===== src/rtl/branch_pkg.sv =====
// Shared types and helpers for the branch prediction unit: 2-bit counter
// encoding, control-instruction kinds and the saturating counter update.
package branch_pkg;

  typedef logic [1:0] bht_ctr_t;

  localparam bht_ctr_t SNT = 2'b00;
  localparam bht_ctr_t WNT = 2'b01;
  localparam bht_ctr_t WT  = 2'b10;
  localparam bht_ctr_t ST  = 2'b11;

  typedef enum logic [1:0] {
    CK_NONE = 2'd0,
    CK_BR   = 2'd1,
    CK_JAL  = 2'd2,
    CK_JALR = 2'd3
  } ctrl_kind_e;

  function automatic bht_ctr_t sat_update(input bht_ctr_t ctr, input logic taken);
    if (taken) return (ctr == ST) ? ST : bht_ctr_t'(ctr + 2'd1);
    return (ctr == SNT) ? SNT : bht_ctr_t'(ctr - 2'd1);
  endfunction

endpackage


===== src/rtl/btb_table.sv =====
// Direct-mapped BTB storage: async lookup port plus one read-modify-write
// training port; reset clears valid bits and parks counters at weakly-not-taken.
module btb_table
  import branch_pkg::*;
#(
  parameter int PC_W  = 9,
  parameter int IDX_W = 4
) (
  input  logic                      clk,
  input  logic                      reset,
  input  logic [IDX_W-1:0]          rd_idx_i,
  output logic                      rd_valid_o,
  output logic [PC_W-IDX_W-3:0]     rd_tag_o,
  output logic [PC_W-1:0]           rd_target_o,
  output bht_ctr_t                  rd_ctr_o,
  input  logic                      upd_en_i,
  input  ctrl_kind_e                upd_kind_i,
  input  logic [IDX_W-1:0]          upd_idx_i,
  input  logic [PC_W-IDX_W-3:0]     upd_tag_i,
  input  logic [PC_W-1:0]           upd_target_i,
  input  logic                      upd_taken_i
);

  localparam int DEPTH = 1 << IDX_W;
  localparam int TAG_W = PC_W - IDX_W - 2;

  logic              valid_q  [DEPTH];
  logic [TAG_W-1:0]  tag_q    [DEPTH];
  logic [PC_W-1:0]   target_q [DEPTH];
  bht_ctr_t          ctr_q    [DEPTH];

  logic              hit;
  logic              we;
  logic              valid_d;
  logic [TAG_W-1:0]  tag_d;
  logic [PC_W-1:0]   target_d;
  bht_ctr_t          ctr_d;

  assign rd_valid_o  = valid_q[rd_idx_i];
  assign rd_tag_o    = tag_q[rd_idx_i];
  assign rd_target_o = target_q[rd_idx_i];
  assign rd_ctr_o    = ctr_q[rd_idx_i];

  assign hit = valid_q[upd_idx_i] && (tag_q[upd_idx_i] == upd_tag_i);

  always_comb begin
    we       = 1'b0;
    valid_d  = valid_q[upd_idx_i];
    tag_d    = tag_q[upd_idx_i];
    target_d = target_q[upd_idx_i];
    ctr_d    = ctr_q[upd_idx_i];
    if (upd_en_i) begin
      unique case (upd_kind_i)
        CK_JAL: begin
          we       = 1'b1;
          valid_d  = 1'b1;
          tag_d    = upd_tag_i;
          target_d = upd_target_i;
          ctr_d    = ST;
        end
        CK_BR: begin
          if (hit) begin
            we    = 1'b1;
            ctr_d = sat_update(ctr_q[upd_idx_i], upd_taken_i);
            if (upd_taken_i) target_d = upd_target_i;
          end else if (upd_taken_i) begin
            // Only taken branches earn an entry; not-taken ones fall through anyway.
            we       = 1'b1;
            valid_d  = 1'b1;
            tag_d    = upd_tag_i;
            target_d = upd_target_i;
            ctr_d    = WT;
          end
        end
        default: ;
      endcase
    end
  end

  always_ff @(posedge clk) begin
    if (reset) begin
      for (int i = 0; i < DEPTH; i++) begin
        valid_q[i] <= 1'b0;
        ctr_q[i]   <= WNT;
      end
    end else if (we) begin
      valid_q[upd_idx_i] <= valid_d;
      ctr_q[upd_idx_i]   <= ctr_d;
    end
  end

  always_ff @(posedge clk) begin
    if (we) begin
      tag_q[upd_idx_i]    <= tag_d;
      target_q[upd_idx_i] <= target_d;
    end
  end

endmodule


===== src/rtl/branch_predict_unit.sv =====
// Fetch-side BTB prediction and execute-side branch/JAL/JALR resolution with
// mispredict redirect, table training and saturating statistics counters.
module branch_predict_unit
  import branch_pkg::*;
#(
  parameter int PC_W  = 9,
  parameter int IDX_W = 4,
  parameter int CNT_W = 16
) (
  input  logic              clk,
  input  logic              reset,
  input  logic [PC_W-1:0]   if_pc,
  output logic              pred_taken,
  output logic [31:0]       pred_target,
  input  logic              ex_valid,
  input  logic [PC_W-1:0]   ex_pc,
  input  logic [31:0]       ex_imm,
  input  logic              ex_branch,
  input  logic              ex_jal,
  input  logic              ex_jalr,
  input  logic [31:0]       ex_alu_result,
  input  logic              ex_pred_taken,
  input  logic [31:0]       ex_pred_target,
  output logic [31:0]       pc_imm,
  output logic [31:0]       pc_four,
  output logic [31:0]       br_pc,
  output logic              pc_sel,
  output logic [CNT_W-1:0]  ctrl_count,
  output logic [CNT_W-1:0]  mispred_count
);

  localparam int TAG_W = PC_W - IDX_W - 2;
  localparam logic [CNT_W-1:0] CNT_MAX = '1;

  function automatic logic [CNT_W-1:0] sat_inc(input logic [CNT_W-1:0] c);
    return (c == CNT_MAX) ? c : c + CNT_W'(1);
  endfunction

  logic              rd_valid;
  logic [TAG_W-1:0]  rd_tag;
  logic [PC_W-1:0]   rd_target;
  bht_ctr_t          rd_ctr;
  logic              unused_if_lsb;

  ctrl_kind_e        kind;
  logic              ctrl;
  logic [31:0]       pc_ext;
  logic              act_taken;
  logic [31:0]       act_target;
  logic              mispredict;
  logic              upd_en;

  logic [CNT_W-1:0]  ctrl_count_q, ctrl_count_d;
  logic [CNT_W-1:0]  mispred_count_q, mispred_count_d;

  btb_table #(
    .PC_W  (PC_W),
    .IDX_W (IDX_W)
  ) u_btb (
    .clk          (clk),
    .reset        (reset),
    .rd_idx_i     (if_pc[IDX_W+1:2]),
    .rd_valid_o   (rd_valid),
    .rd_tag_o     (rd_tag),
    .rd_target_o  (rd_target),
    .rd_ctr_o     (rd_ctr),
    .upd_en_i     (upd_en),
    .upd_kind_i   (kind),
    .upd_idx_i    (ex_pc[IDX_W+1:2]),
    .upd_tag_i    (ex_pc[PC_W-1:IDX_W+2]),
    .upd_target_i (act_target[PC_W-1:0]),
    .upd_taken_i  (act_taken)
  );

  assign unused_if_lsb = ^if_pc[1:0];

  assign pred_taken  = rd_valid & (rd_tag == if_pc[PC_W-1:IDX_W+2]) & rd_ctr[1];
  assign pred_target = {{(32-PC_W){1'b0}}, rd_target};

  // Illegal multi-flag encodings resolve with jalr > jal > branch priority.
  always_comb begin
    kind = CK_NONE;
    if (ex_valid) begin
      if (ex_jalr)        kind = CK_JALR;
      else if (ex_jal)    kind = CK_JAL;
      else if (ex_branch) kind = CK_BR;
    end
  end

  assign ctrl       = (kind != CK_NONE);
  assign pc_ext     = {{(32-PC_W){1'b0}}, ex_pc};
  assign pc_imm     = pc_ext + ex_imm;
  assign pc_four    = pc_ext + 32'd4;
  assign act_taken  = (kind == CK_BR) ? ex_alu_result[0] : 1'b1;
  assign act_target = (kind == CK_JALR) ? {ex_alu_result[31:1], 1'b0} : pc_imm;

  assign mispredict = ctrl & ((ex_pred_taken != act_taken) |
                              (act_taken & (ex_pred_target != act_target)));
  assign pc_sel     = mispredict;
  assign br_pc      = mispredict ? (act_taken ? act_target : pc_four) : 32'd0;

  assign upd_en = ctrl & ~reset & (kind != CK_JALR);

  always_comb begin
    ctrl_count_d    = ctrl_count_q;
    mispred_count_d = mispred_count_q;
    if (ctrl)       ctrl_count_d    = sat_inc(ctrl_count_q);
    if (mispredict) mispred_count_d = sat_inc(mispred_count_q);
  end

  always_ff @(posedge clk) begin
    if (reset) begin
      ctrl_count_q    <= '0;
      mispred_count_q <= '0;
    end else begin
      ctrl_count_q    <= ctrl_count_d;
      mispred_count_q <= mispred_count_d;
    end
  end

  assign ctrl_count    = ctrl_count_q;
  assign mispred_count = mispred_count_q;

endmodule

===== config.mk =====
export PLATFORM = sky130hd
export DESIGN_NAME = branch_predict_unit
export DESIGN_NICKNAME = d
export VERILOG_FILES = /design/src/rtl/branch_pkg.sv /design/src/rtl/btb_table.sv /design/src/rtl/branch_predict_unit.sv
export SDC_FILE = /design/constraint.sdc
export NUM_CORES = 1
export LEC_CHECK = 0
export ABC_AREA = 1
export CAP_MARGIN = 40
export CORE_AREA = 2 2 177 179
export DETAILED_ROUTE_END_ITERATION = 6
export DIE_AREA = 0 0 179 181
export PLACE_DENSITY_LB_ADDON = 0.25
export SLEW_MARGIN = 20
export SYNTH_ARGS = -nofsm -noshare
export SYNTH_HDL_FRONTEND = slang
export SYNTH_SLANG_ARGS = --single-unit
export TNS_END_PERCENT = 1

===== constraint.sdc =====
create_clock -name clk -period 5.27 [get_ports clk]
set_input_delay 1.054 -clock clk [delete_from_list [all_inputs] [get_ports clk]]
set_output_delay 1.054 -clock clk [all_outputs]
set_load 0.1 [all_outputs]

==> results of run 1 <==
## cell type report
type | count | area share (%)
clock buffer | 35 | 3.24
multi-input combinational | 1348 | 32.9
inverter | 266 | 4.37
sequential | 272 | 34.0
timing repair buffer | 459 | 22.6
clock inverter | 15 | 0.639
antenna | 9 | 0.0975
tap | 396 | 2.15
## cell usage after synthesis, types with 5 or more instances
cell	number
buf_1	8
dfxtp_1	32
a211oi_1	7
clkinv_1	6
o21ai_1	5
nand3b_1	14
buf_2	19
nand2_1	442
nand2_2	12
xnor2_1	8
or2_2	16
nor3_1	17
buf_4	52
nand4_1	35
nor2_1	160
inv_1	240
a21oi_1	117
xor2_1	14
nand3_1	153
mux2i_1	48
clkbuf_1	43
o21ai_0	144
nor2_2	12
ha_1	19
edfxtp_1	240
o211ai_1	53
nand3_2	7
inv_2	19
## path summary, 6_finish.rpt
kind                                                  endpoint                        start  slack (ns)
worst min register to register      ctrl_count[8]$_SDFFE_PP0P_   ctrl_count[8]$_SDFFE_PP0P_        0.49
worst max register to register  u_btb.target_q[8][3]$_DFFE_PP_  u_btb.tag_q[9][2]$_DFFE_PP_        1.97
worst max-delay path                                 br_pc[22]                    ex_imm[2]        0.05
worst min-delay path                ctrl_count[8]$_SDFFE_PP0P_   ctrl_count[8]$_SDFFE_PP0P_        0.49
## state kept, by name (all words and copies together) (netlist names)
signal / count
u_btb.target_q: 144
u_btb.tag_q: 48
u_btb.ctr_q: 32
ctrl_count: 16
mispred_count: 16
u_btb.valid_q: 16
## logic make-up after synthesis
kind of cell,Yosys count
flops,272
mux,48
fa+ha+maj,20
xor+xnor,22
compound gates,340
simple gates,873
buf+inv,390
other cells,1
## worst max-delay path, stage by stage
cell,delay (ns)
clkdlybuf4s50_1,0.48
ha_4,0.33
nand2_1,0.06
nor2_1,0.31
nand2_2,0.12
nand3_4,0.11
nand3_2,0.07
nand2_1,0.07
nand2_1,0.10
nand3_4,0.12
nand2_1,0.10
nand2_1,0.08
nand2_1,0.05
nor2_1,0.11
nand2_1,0.09
nor2_2,0.16
nand3_4,0.10
nand2_4,0.09
inv_4,0.05
nand2_8,0.10
buf_4,0.18
a21oi_4,0.05
buf_12,0.17
## report_power, final
group	internal (mW)	switching (mW)	leakage, nW	total (mW)
clock	1.15	0.807	0.443	1.95
sequential	2.42	0.0125	2.40	2.43
combinational	0.671	1.35	7.09	2.02
## layout by cell type (no fill, tap or decap), types with 53 or more instances in the layout
cell	Yosys	final
nor2_1	160	139
nand2_1	442	409
o21ai_0	144	144
buf_4	52	184
clkdlybuf4s50_1	0	136
a21oi_1	117	98
o211ai_1	53	53
buf_12	0	84
inv_1	240	232
nand3_1	153	122
edfxtp_1	240	240
## per-layer routing
layer  share of wire (%)  global-route usage, %  up-vias
met5                0.12                      0        -
met4                 5.4                   16.1       10
met3                 9.4                   8.46      196
met2                  50                   58.0      838
met1                  35                   37.2     7400
li1                    -                      -     7355
## per-stage QoR
| stage | util, % | cell area, um2 | TNS, ns |
|---|---|---|---|
| after floorplan | - | 16600 | -23.95 |
| after global placement | 68.7 | 20800 | -5.26 |
| after detailed placement | 70.4 | 21400 | -7.63 |
| after CTS | 74.8 | 22700 | 0 |
| after global routing | 76.1 | 23100 | -1.89 |
| final | 76.1 | 23100 | 0 |
## repair_timing
item | in CTS | in global routing
cloned | 1 | 0
buffers inserted | 19 | 5
pin swaps | 25 | 39
resized for setup | 62 | 86
setup endpoints to repair | 33 | 33
==> out/qor.txt, run 1 <==
CTS tree: yes
Area leader, netlist: edfxtp_1
Seq/Total Area, Yosys: 48.5%
Synth Area in Adders: 1.59%
FF+latch area: 7850 um2
Ports: 283
Simple-Gate Fraction of Synth Area: 23.5%
Post-synth EDFFs: 240
Final setup fails: 0
Post-Route WL: 55,000 um
Initial DRT Pass Iterations: 6
Die height: 181 um
Worst rel slew slack: 45.8%
Fin. Hold Viols: 0
# fillers: 1,921
Final Cycle Share: 99.1%
Hold-fix buffers at CTS: 0
Endpoint class of the critical path: primary output
Synth-to-layout area growth: 42.8%
Final #Nets: 2,516
Syn Area/Cell: 8.23 um2
Final Power: 6.40 mW
Root Buffer: clkbuf_16
Tightest Pin Transition: 0.814 ns
Largest net degree at the start of global routing: 109
Critical Path AT: 4.17 ns
HP Class: reg -> reg
Ys Warns: 0
Die ar.: 32,400 um2
CP Data Required Time: 4.22 ns
Die width: 179 um
Clk sink count: 272
Fmax: 0.191 GHz
Share of cells above drive strength 1: 23.1%
R2R depth: 18
Routed vias: 15,800
Cell Count, Final, Fillers Out: 2,800
Synth Register Bits: 272
Run status: finished, final reports clean
Clock Skews: 0.00925 ns
FFs w/ async S/R, synth: 0%
Vias in the first global route: 15,600
Hold Path Stages: 1
Post-Syn Instances: 1,966
Library cells used by synthesis: 43
Post-route setup slack: 0.0478 ns
Placed Cells: 2,717
Synthesized area: 16,200 um2
Max_cap viols: 0
Final Wtd Congestion: 0.978
Starting density of the core: 53.3%
H-tree depth: 1
GRT Total Usage: 33.1%
CP Class: in -> out
CTS clk-pin slew, worst paths: 0.06 ns
Tmin final: 5.22 ns
CP startpoint kind: input pin
Initial antenna violation count: 16
Insertion delay of the later-clocked pin in the worst-skew pair: 0.54 ns
Xor-xnor portion of the synthesized cell area: 1.19%
Main synth FF type: edfxtp_1
Post-route DRC: 0
# rows: 64
DP HPWL: 39,800 um
Clock Path Buffers: 3
CORE AREA: 30,300 um2
Cell Pwr Density: 277 nW/um2
First-pass GRT wire length: 82,800 um
Multi-input gate area: 7610 um2
Drt wl/cell: 19.6 um
Post-synthesis mux area share: 2.97%
VDD IR max: 0.281 mV
Total CTS buffers: 28
Synth area leaders: edfxtp_1, nand2_1, inv_1
Initial DRC count: 1,618
Lkg Pwr: 9.93 nW
GRT Residual Overflow: 0
Antenna-violating nets left: 0
Highest net fanout along the worst path: 6
Vias/cell: 5.64
# port buffers: 235
Hold Worst Slack: 0.490 ns
Fraction of the mapped netlist area in compound gates: 11.7%
DP Worst Slack: -0.293 ns
Final-report max-slew violation count: 0
Yosys top cell area share: 44.6%
Largest family of logic cells by synthesized area: simple AND/OR/NAND/NOR gates
No activity file was read; power rests on OpenSTA's default activity.
==> run 2, diff against run 1 <==
--- a/config.mk
+++ b/config.mk
@@ -10,6 +10,7 @@
 export CORE_AREA = 2 2 177 179
 export DETAILED_ROUTE_END_ITERATION = 6
 export DIE_AREA = 0 0 179 181
+export HOLD_SLACK_MARGIN = 0.08
 export PLACE_DENSITY_LB_ADDON = 0.25
 export SLEW_MARGIN = 20
 export SYNTH_ARGS = -nofsm -noshare
==> results of run 2 <==
Final layout, timing and power as in run 1 (identical DEF).
